**config.mk**
```make
export PLATFORM = sky130hd
export DESIGN_NAME = fetch_stage
export DESIGN_NICKNAME = d
export VERILOG_FILES = /design/src/rtl/fetch_stage.sv
export SDC_FILE = /design/constraint.sdc
export NUM_CORES = 1
export LEC_CHECK = 0
export CELL_PAD_IN_SITES_DETAIL_PLACEMENT = 1
export CELL_PAD_IN_SITES_GLOBAL_PLACEMENT = 2
export CORE_ASPECT_RATIO = 1.4
export CORE_MARGIN = 2
export CORE_UTILIZATION = 37
export DETAILED_ROUTE_END_ITERATION = 8
export GPL_ROUTABILITY_DRIVEN = 0
export GPL_TIMING_DRIVEN = 1
export PLACE_DENSITY = 0.88
export SYNTH_ARGS = -nofsm -noshare
export SYNTH_HDL_FRONTEND = slang
export SYNTH_SLANG_ARGS = --single-unit
```
**constraint.sdc**
```tcl
create_clock -name clk1 -period 4.7 [get_ports clk1]
set_clock_uncertainty 0.15 [all_clocks]
set_input_delay 0.705 -clock clk1 [delete_from_list [all_inputs] [get_ports clk1]]
set_output_delay 0.705 -clock clk1 [all_outputs]
set_load 0.05 [all_outputs]
```
**src/rtl/fetch_stage.sv**
```systemverilog
// RV32I instruction-fetch stage: owns the PC, drives a req/ready imem port and feeds decode
// through a registered output with a one-entry skid buffer. Optional macro: FETCH_JAL_PREDECODE_EN.
module fetch_stage #(
  parameter logic [31:0] RESET_PC  = 32'h0000_0000,
  parameter logic [31:0] NOP_INSTR = 32'h0000_0013
) (
  input  logic        clk1,
  input  logic        rst,
  input  logic        stall,
  input  logic        redirect,
  input  logic [31:0] redirect_pc,
  output logic        imem_req,
  output logic [31:0] imem_addr,
  input  logic [31:0] imem_rdata,
  input  logic        imem_ready,
  output logic [31:0] RD_Instr,
  output logic [31:0] pc_out,
  output logic        instr_valid
);

  typedef enum logic [1:0] {S_IDLE, S_REQ, S_KILL} state_t;

  state_t      r_state;
  state_t      w_state_next;
  logic [31:0] r_pc;
  logic [31:0] r_kill_addr;
  logic [31:0] r_rd_instr;
  logic [31:0] r_pc_out;
  logic        r_valid;
  logic [31:0] r_skid_instr;
  logic [31:0] r_skid_pc;
  logic        r_skid_valid;

  logic        w_req;
  logic        w_done;
  logic        w_can_adv;
  logic [31:0] w_pc_next;

  assign w_req     = (r_state == S_REQ && !r_skid_valid) || (r_state == S_KILL);
  // Only a completion in REQ delivers data; KILL completions are thrown away.
  assign w_done    = w_req && imem_ready && (r_state == S_REQ);
  assign w_can_adv = !stall || !r_valid;

`ifdef FETCH_JAL_PREDECODE_EN
  logic [31:0] w_jal_imm;
  assign w_jal_imm = {{12{imem_rdata[31]}}, imem_rdata[19:12], imem_rdata[20],
                      imem_rdata[30:21], 1'b0};
  assign w_pc_next = (imem_rdata[6:0] == 7'b1101111) ? r_pc + w_jal_imm : r_pc + 32'd4;
`else
  assign w_pc_next = r_pc + 32'd4;
`endif

  // NOTE: sequential state uses non-blocking assignments so every register samples
  // pre-edge values regardless of process ordering.
  always_ff @(posedge clk1 or negedge rst) begin
    if (!rst) r_state <= S_IDLE;
    else      r_state <= w_state_next;
  end

  always_comb begin
    // NOTE: default first so no path through the case leaves the signal unassigned
    // (which would infer a latch).
    w_state_next = r_state;
    case (r_state)
      S_IDLE:  w_state_next = S_REQ;
      S_REQ:   if (redirect && w_req && !imem_ready) w_state_next = S_KILL;
      S_KILL:  if (imem_ready) w_state_next = S_REQ;
      default: w_state_next = S_IDLE;
    endcase
  end

  // KILL keeps presenting the abandoned address until memory completes it.
  always_comb begin
    imem_req  = w_req;
    imem_addr = (r_state == S_KILL) ? r_kill_addr : r_pc;
  end

  always_ff @(posedge clk1 or negedge rst) begin
    if (!rst) begin
      r_pc         <= RESET_PC;
      r_kill_addr  <= RESET_PC;
      r_rd_instr   <= NOP_INSTR;
      r_pc_out     <= '0;
      r_valid      <= 1'b0;
      r_skid_instr <= NOP_INSTR;
      r_skid_pc    <= '0;
      r_skid_valid <= 1'b0;
    end else if (redirect) begin
      r_pc         <= redirect_pc;
      if (r_state == S_REQ) r_kill_addr <= r_pc;
      r_rd_instr   <= NOP_INSTR;
      r_valid      <= 1'b0;
      r_skid_valid <= 1'b0;
    end else begin
      if (w_done) r_pc <= w_pc_next;
      if (r_skid_valid && w_can_adv) begin
        r_rd_instr   <= r_skid_instr;
        r_pc_out     <= r_skid_pc;
        r_valid      <= 1'b1;
        r_skid_valid <= 1'b0;
      end else if (w_done && w_can_adv) begin
        r_rd_instr <= imem_rdata;
        r_pc_out   <= r_pc;
        r_valid    <= 1'b1;
      end else if (w_done) begin
        r_skid_instr <= imem_rdata;
        r_skid_pc    <= r_pc;
        r_skid_valid <= 1'b1;
      end else if (w_can_adv) begin
        r_rd_instr <= NOP_INSTR;
        r_valid    <= 1'b0;
      end
    end
  end

  assign RD_Instr    = r_rd_instr;
  assign pc_out      = r_pc_out;
  assign instr_valid = r_valid;

endmodule

```
==> results of run 1 <==
-- per-stage QoR --
stage	cell area (µm²)	setup slack [ns]	power, µW	cells
6_report	11400	0.970	5350	1231
3_5_place_dp	10700	1.33	3850	1199
5_1_grt	11400	0.835	5620	1231
3_3_place_gp	10700	1.41	3800	1199
2_1_floorplan	8830	1.76	3280	771
4_1_cts	11400	0.906	5420	1230
-- cells in the final DEF (no fill, tap or decap), types with 12 or more instances in the layout --
master           count
a21oi_1             16
a22oi_1             29
a31oi_1             17
buf_4               12
clkbuf_16           17
clkdlybuf4s50_1    165
dfrtp_1            190
mux2_2             120
mux2i_1             28
nand2_1             95
nand3_1             15
nor2_1              23
o21ai_0             85
o31ai_1             12
or4_1               14
-- metal layers --
metal | track usage | share of wire | vias to the layer above
met5 | 0 | 0 | -
met4 | 0.0579 | 0.015 | 0
met3 | 0.0371 | 0.036 | 20
met2 | 0.339 | 0.52 | 122
met1 | 0.242 | 0.43 | 3252
li1 | - | - | 3056
-- synth_stat cells, types with 2 or more instances --
master and n:
a21oi_1 17, a22oi_1 29, a31oi_1 17, and2_1 2
and3_1 4, and4_1 2, buf_1 4, buf_2 6
buf_4 2, buf_6 2, clkbuf_1 36, clkbuf_8 5
dfrtp_1 190, dfstp_2 6, inv_1 7, mux2_2 120
mux2i_1 28, nand2_1 96, nand3_1 15, nand4_1 8
nor2_1 24, o211ai_1 4, o21ai_0 86, o22ai_1 3
o31ai_1 12, or2_2 2, or3_1 4, or4_1 14
or4_2 3, xnor2_1 4, xor2_1 4
-- report_power, final --
part / switching [µW] / total [µW] / leakage [µW] / internal, µW
clock: 649 / 1550 / 0.000295 / 904
sequential: 243 / 2320 / 0.00245 / 2080
combinational: 878 / 1480 / 0.00193 / 602
-- cell type report --
type | instances | share of cell area
Clock buffer | 19 | 0.0390
Timing Repair Buffer | 179 | 0.156
Tap cell | 306 | 0.0337
Inverter | 7 | 0.00231
Sequential cell | 196 | 0.432
Clock inverter | 12 | 0.0157
Multi-Input combinational cell | 511 | 0.321
Antenna cell | 1 | 0.000220
-- registers in the layout (all words and copies together), names as in the netlist --
signal	count
RD_Instr	32
instr_valid	1
pc_out	32
r_kill_addr	32
r_pc	32
r_skid_instr	32
r_skid_pc	32
r_skid_valid	1
r_state	2
-- final timing paths --
kind | start | to | slack [ns] | cells past startpoint
max | r_state[1] | imem_addr[25] | 0.97 | 4
min | rst | RD_Instr[28] | 0.14 | 1
min reg2reg | pc_out[27] | pc_out[27] | 0.33 | 2
max reg2reg | r_skid_valid | pc_out[19] | 1.99 | 5
max in group asynchronous | rst | r_pc[19] | 3.13 | 2
min in group clk1 | pc_out[27] | pc_out[27] | 0.33 | 2
-- critical path, cell delays in order (launching register included) --
cell and delay [ns]:
dfrtp_1 0.45, nor2b_4 0.45, buf_4 0.43, mux2_2 0.38, clkdlybuf4s50_1 0.72
-- cell families (layout without fill, tap and decap cells) --
logic type                 Yosys count  count (layout)  synth area share
AOI/OAI and AO/OA                  169             169             0.112
adders and majority gates            1               1           0.00142
and+or+nand+nor                    185             185             0.101
DFF                                196             196             0.556
xor gates and xnor gates             8               8           0.00793
buffers and inverters               64             217            0.0371
other                                0               1                 0
muxes                              148             148             0.185
==> run metrics, run 1 <==
status finished, final reports clean; max_cap viols 0; count of different cell masters after synthesis 46; Seq/Total Area, Yosys 0.556; # port buffers 166; H-tree levels 4; Max clock buf depth 2; Post-CTS Setup Repair Bufs 0; area leader, netlist dfrtp_1; CTS clock-pin slew for the worst setup and hold paths 0.07 ns; clock sinks 196; nets@finish 982; Via density 5.24; vias in the first global route 6916; achievable frequency 268 MHz; DRC 0; post_cts resized 0; CTS tree done; fraction of layout cells with a size suffix above 1 0.200; cts bufs inserted 17; final WL 23100 µm; Synth Instances 771; first-pass GRT wire length 38300 µm; chip height 187 µm; RSZ-0062 raised after global routing false; pwr dens 471 nW/µm²; setup tns final 0 ns; crit path max fanout 25; Top FF cell, synth dfrtp_1; Post-DRT Antenna Nets 0; required time of the critical path 3.85 ns; crit end category output pin; area taken by multi-input logic gates 3650 µm²; Leakage 0.00467 µW; register area 4910 µm²; drt first pass iters 4; arrival time worst endpoint 2.87 ns; initial antenna violation count 1; die area 25100 µm²; number of flops mapped to enable cells by yosys 0; Syn Area/Cell 11.5 µm²; post-cts hold buffer count 0; WL/cell 18.8 µm; P&R area growth vs syn 28.7%; Slew @ Worst Pin 1.08 ns; # fillers 2469; DP Wirelength 16000 µm; Final Setup Violations 0; Overflow after GRT 0; io pins 167; DR vias 6450; utilization after layout 0.487; Initial Utilization 0.378; synthesized area 8830 µm²; Cell Rows 66; Detailed Route Iter0 Violations 276; Syn Nets 841; die width 135 µm; Hold Violations, Final 0; largest net degree at the start of global routing 88; Tcrit/Tclk final 0.794; core area 23400 µm²; #FFs+latches synth 196; Ys Warns 0; clk_lat worst skew 0.43 ns; top-area cell type share of the netlist area 0.538; crit path time final 3.73 ns; worst vdd ir 258 µV; CP Class flip-flop to output pin; asr flop ratio synth 1.00; Synth area leaders dfrtp_1 54%, mux2_2 15%, o21ai_0 4.9%; GRT Total Usage 0.194; worst hold-check path type input port to asynchronous set/reset pin; Final Max Slew Viols 0; max_slew headroom 0.280; Startpoint Class flip-flop; worst hold slack 0.142 ns; CTS root buffer clkbuf_16
Power figures use the tool's default switching activity.
==> inputs of run 2 (changes only) <==
Settings changed: CORE_UTILIZATION 37 to 31, PLACE_DENSITY 0.88 to 0.79.
Clock period 4.7 ns to 3.2 ns, I/O delays scaled along.
==> run 2 against run 1 <==
Design area up 1.4%. Power up 44%. Clock power up 35%. Global-route usage down 2.0 points. Register-to-register slack worse by 1.3 ns. Worst hold slack better by 0.19 ns. Critical path type unchanged. Largest cell class unchanged.
==> run metrics, run 2 (synthesized netlist as in run 1, its figures left out) <==
worst hold-check path type flip-flop to flip-flop (was input port to asynchronous set/reset pin); Post-CTS Setup Repair Bufs 0 (unchanged); Hold Path Sink pc_out[19]; cts bufs inserted 17 (unchanged); Startpoint Class flip-flop (unchanged); path depth of the worst reg2reg path 5 (unchanged); crit path max fanout 10 (was 25); # fillers 3038 (was 2469); Reg2Reg Capture Point r_pc[31] (was pc_out[19]); crit path time final 3.01 ns; clock sinks 196 (unchanged); Slew @ Worst Pin 0.742 ns (was 1.08 ns); core area 28200 µm² (was 23400 µm²); Post-DRT Antenna Nets 0 (unchanged); Leakage 0.00476 µW (was 0.00467 µW); DRC 0 (unchanged); crit end category output pin (unchanged); status finished, final reports clean (unchanged); Final Instance Count excl. Fillers 1314 (was 1231); # port buffers 166 (unchanged); achievable frequency 333 MHz; setup tns final 0 ns (unchanged); max_slew headroom 0.505 (was 0.280); drt first pass iters 4 (unchanged); Cell Rows 73 (was 66); Final Setup Violations 0 (unchanged); WL/cell 19.0 µm (was 18.8 µm); Hold Violations, Final 0 (unchanged); arrival time worst endpoint 2.38 ns (was 2.87 ns); H-tree levels 4 (unchanged); worst hold path depth 2; io pins 167 (unchanged); max_cap viols 0 (unchanged); required time of the critical path 2.57 ns (was 3.85 ns); Highest Signal Layer met4 (unchanged); final setup margin 0.195 ns (was 0.970 ns); vias in the first global route 7047 (was 6916); fraction of layout cells with a size suffix above 1 0.217 (was 0.200); dpl cells 1281 (was 1199); pre-CTS setup slack 0.225 ns (was 1.33 ns); Hold Crit Start pc_out[19]; initial antenna violation count 0 (was 1); pwr dens 667 nW/µm² (was 471 nW/µm²); Critical R2R Launch r_skid_valid (unchanged); Initial Utilization 0.313 (was 0.378); Final Max Slew Viols 0 (unchanged); CP Class flip-flop to output pin (unchanged); Via density 5.01 (was 5.24); DP Wirelength 17200 µm (was 16000 µm); Overflow after GRT 0 (unchanged); largest net degree at the start of global routing 88 (unchanged); DR vias 6582 (was 6450); RSZ-0062 raised after global routing false (unchanged); chip height 204 µm (was 187 µm); most common cell after layout, fill and taps aside dfrtp_1 (unchanged); met1 wire length 10800 µm (was 9890 µm); CTS tree done (unchanged); final WL 25000 µm (was 23100 µm); clk_lat worst skew 0.44 ns (was 0.43 ns); CTS root buffer clkbuf_16 (unchanged); Tcrit/Tclk final 0.939; worst vdd ir 385 µV (was 258 µV); first-pass GRT wire length 40400 µm (was 38300 µm); Max clock buf depth 2 (unchanged); reg-to-reg setup timing slack 0.65 ns (was 1.99 ns); DR WL met2 13000 µm (was 12000 µm); Detailed Route Iter0 Violations 210 (was 276); nets@finish 996 (was 982); WL met3 798 µm (was 837 µm); worst hold slack 0.331 ns (was 0.142 ns); most frequent cells in the layout 190 x dfrtp_1, 141 x clkdlybuf4s50_1, 120 x mux2_2, 95 x nand2_1, 85 x o21ai_0 (was 190 x dfrtp_1, 165 x clkdlybuf4s50_1, 120 x mux2_2, 95 x nand2_1, 85 x o21ai_0); Ant. Diodes 0 (was 1); die area 29900 µm² (was 25100 µm²); GRT Total Usage 0.174 (was 0.194); die width 147 µm (was 135 µm); P&R area growth vs syn 30.6% (was 28.7%); CTS clock-pin slew for the worst setup and hold paths 0.07 ns (about the same)
## run 2: worst max-delay path, cell delays in order, from the launching register on
cell and delay, ns:
dfrtp_1 0.47, nor2b_4 0.19, buf_4 0.21, mux2_2 0.37, clkdlybuf4s50_1 0.70
## run 2: final cells by class
class,count,area (µm²),area share
multi-input combinational,511,3650,0.316
timing repair buffer,193,1910,0.166
clock inverter,13,124,0.0107
tap,375,469,0.0407
clock buffer,19,443,0.0384
sequential,196,4910,0.426
inverter,7,26.3,0.00228
## run 2: layer usage
layer | global-route usage | vias up
met5 | 0 | -
li1 | - | 3085
met4 | 0.0513 | 0
met3 | 0.0311 | 22
met2 | 0.306 | 132
met1 | 0.219 | 3343
## run 2: timing repair
item,4_1_cts,5_1_grt
hold buffers,1,0
gates resized for setup,19,0
endpoints found under the hold margin,68,0
setup endpoints to repair,19,0
## run 2: metrics by stage
stage          cell area [µm²]   util  power (µW)
2_1_floorplan             8830      -        4820
3_3_place_gp             11000  0.389        5620
3_5_place_dp             11000  0.389        5700
4_1_cts                  11500  0.409        7820
5_1_grt                  11500  0.409        8130
6_report                 11500  0.409        7700
## run 2: worst max path at each step
stage,startpoint,endpoint,slack [ns],cells past startpoint
4_1_cts,r_state[1],imem_addr[4],0.17,4
5_1_grt,r_skid_valid,imem_req,0.07,3
3_5_place_dp,imem_ready,r_pc[31],0.23,6
6_report,r_state[1],imem_addr[4],0.19,4
2_1_floorplan,r_state[1],imem_addr[10],0.49,4
3_3_place_gp,imem_ready,r_pc[31],0.29,6
## run 2: where the power goes
part | switching (µW) | internal (µW)
registers | 349 | 3050
logic | 1320 | 880
clock network | 995 | 1110
total | 2660 | 5040
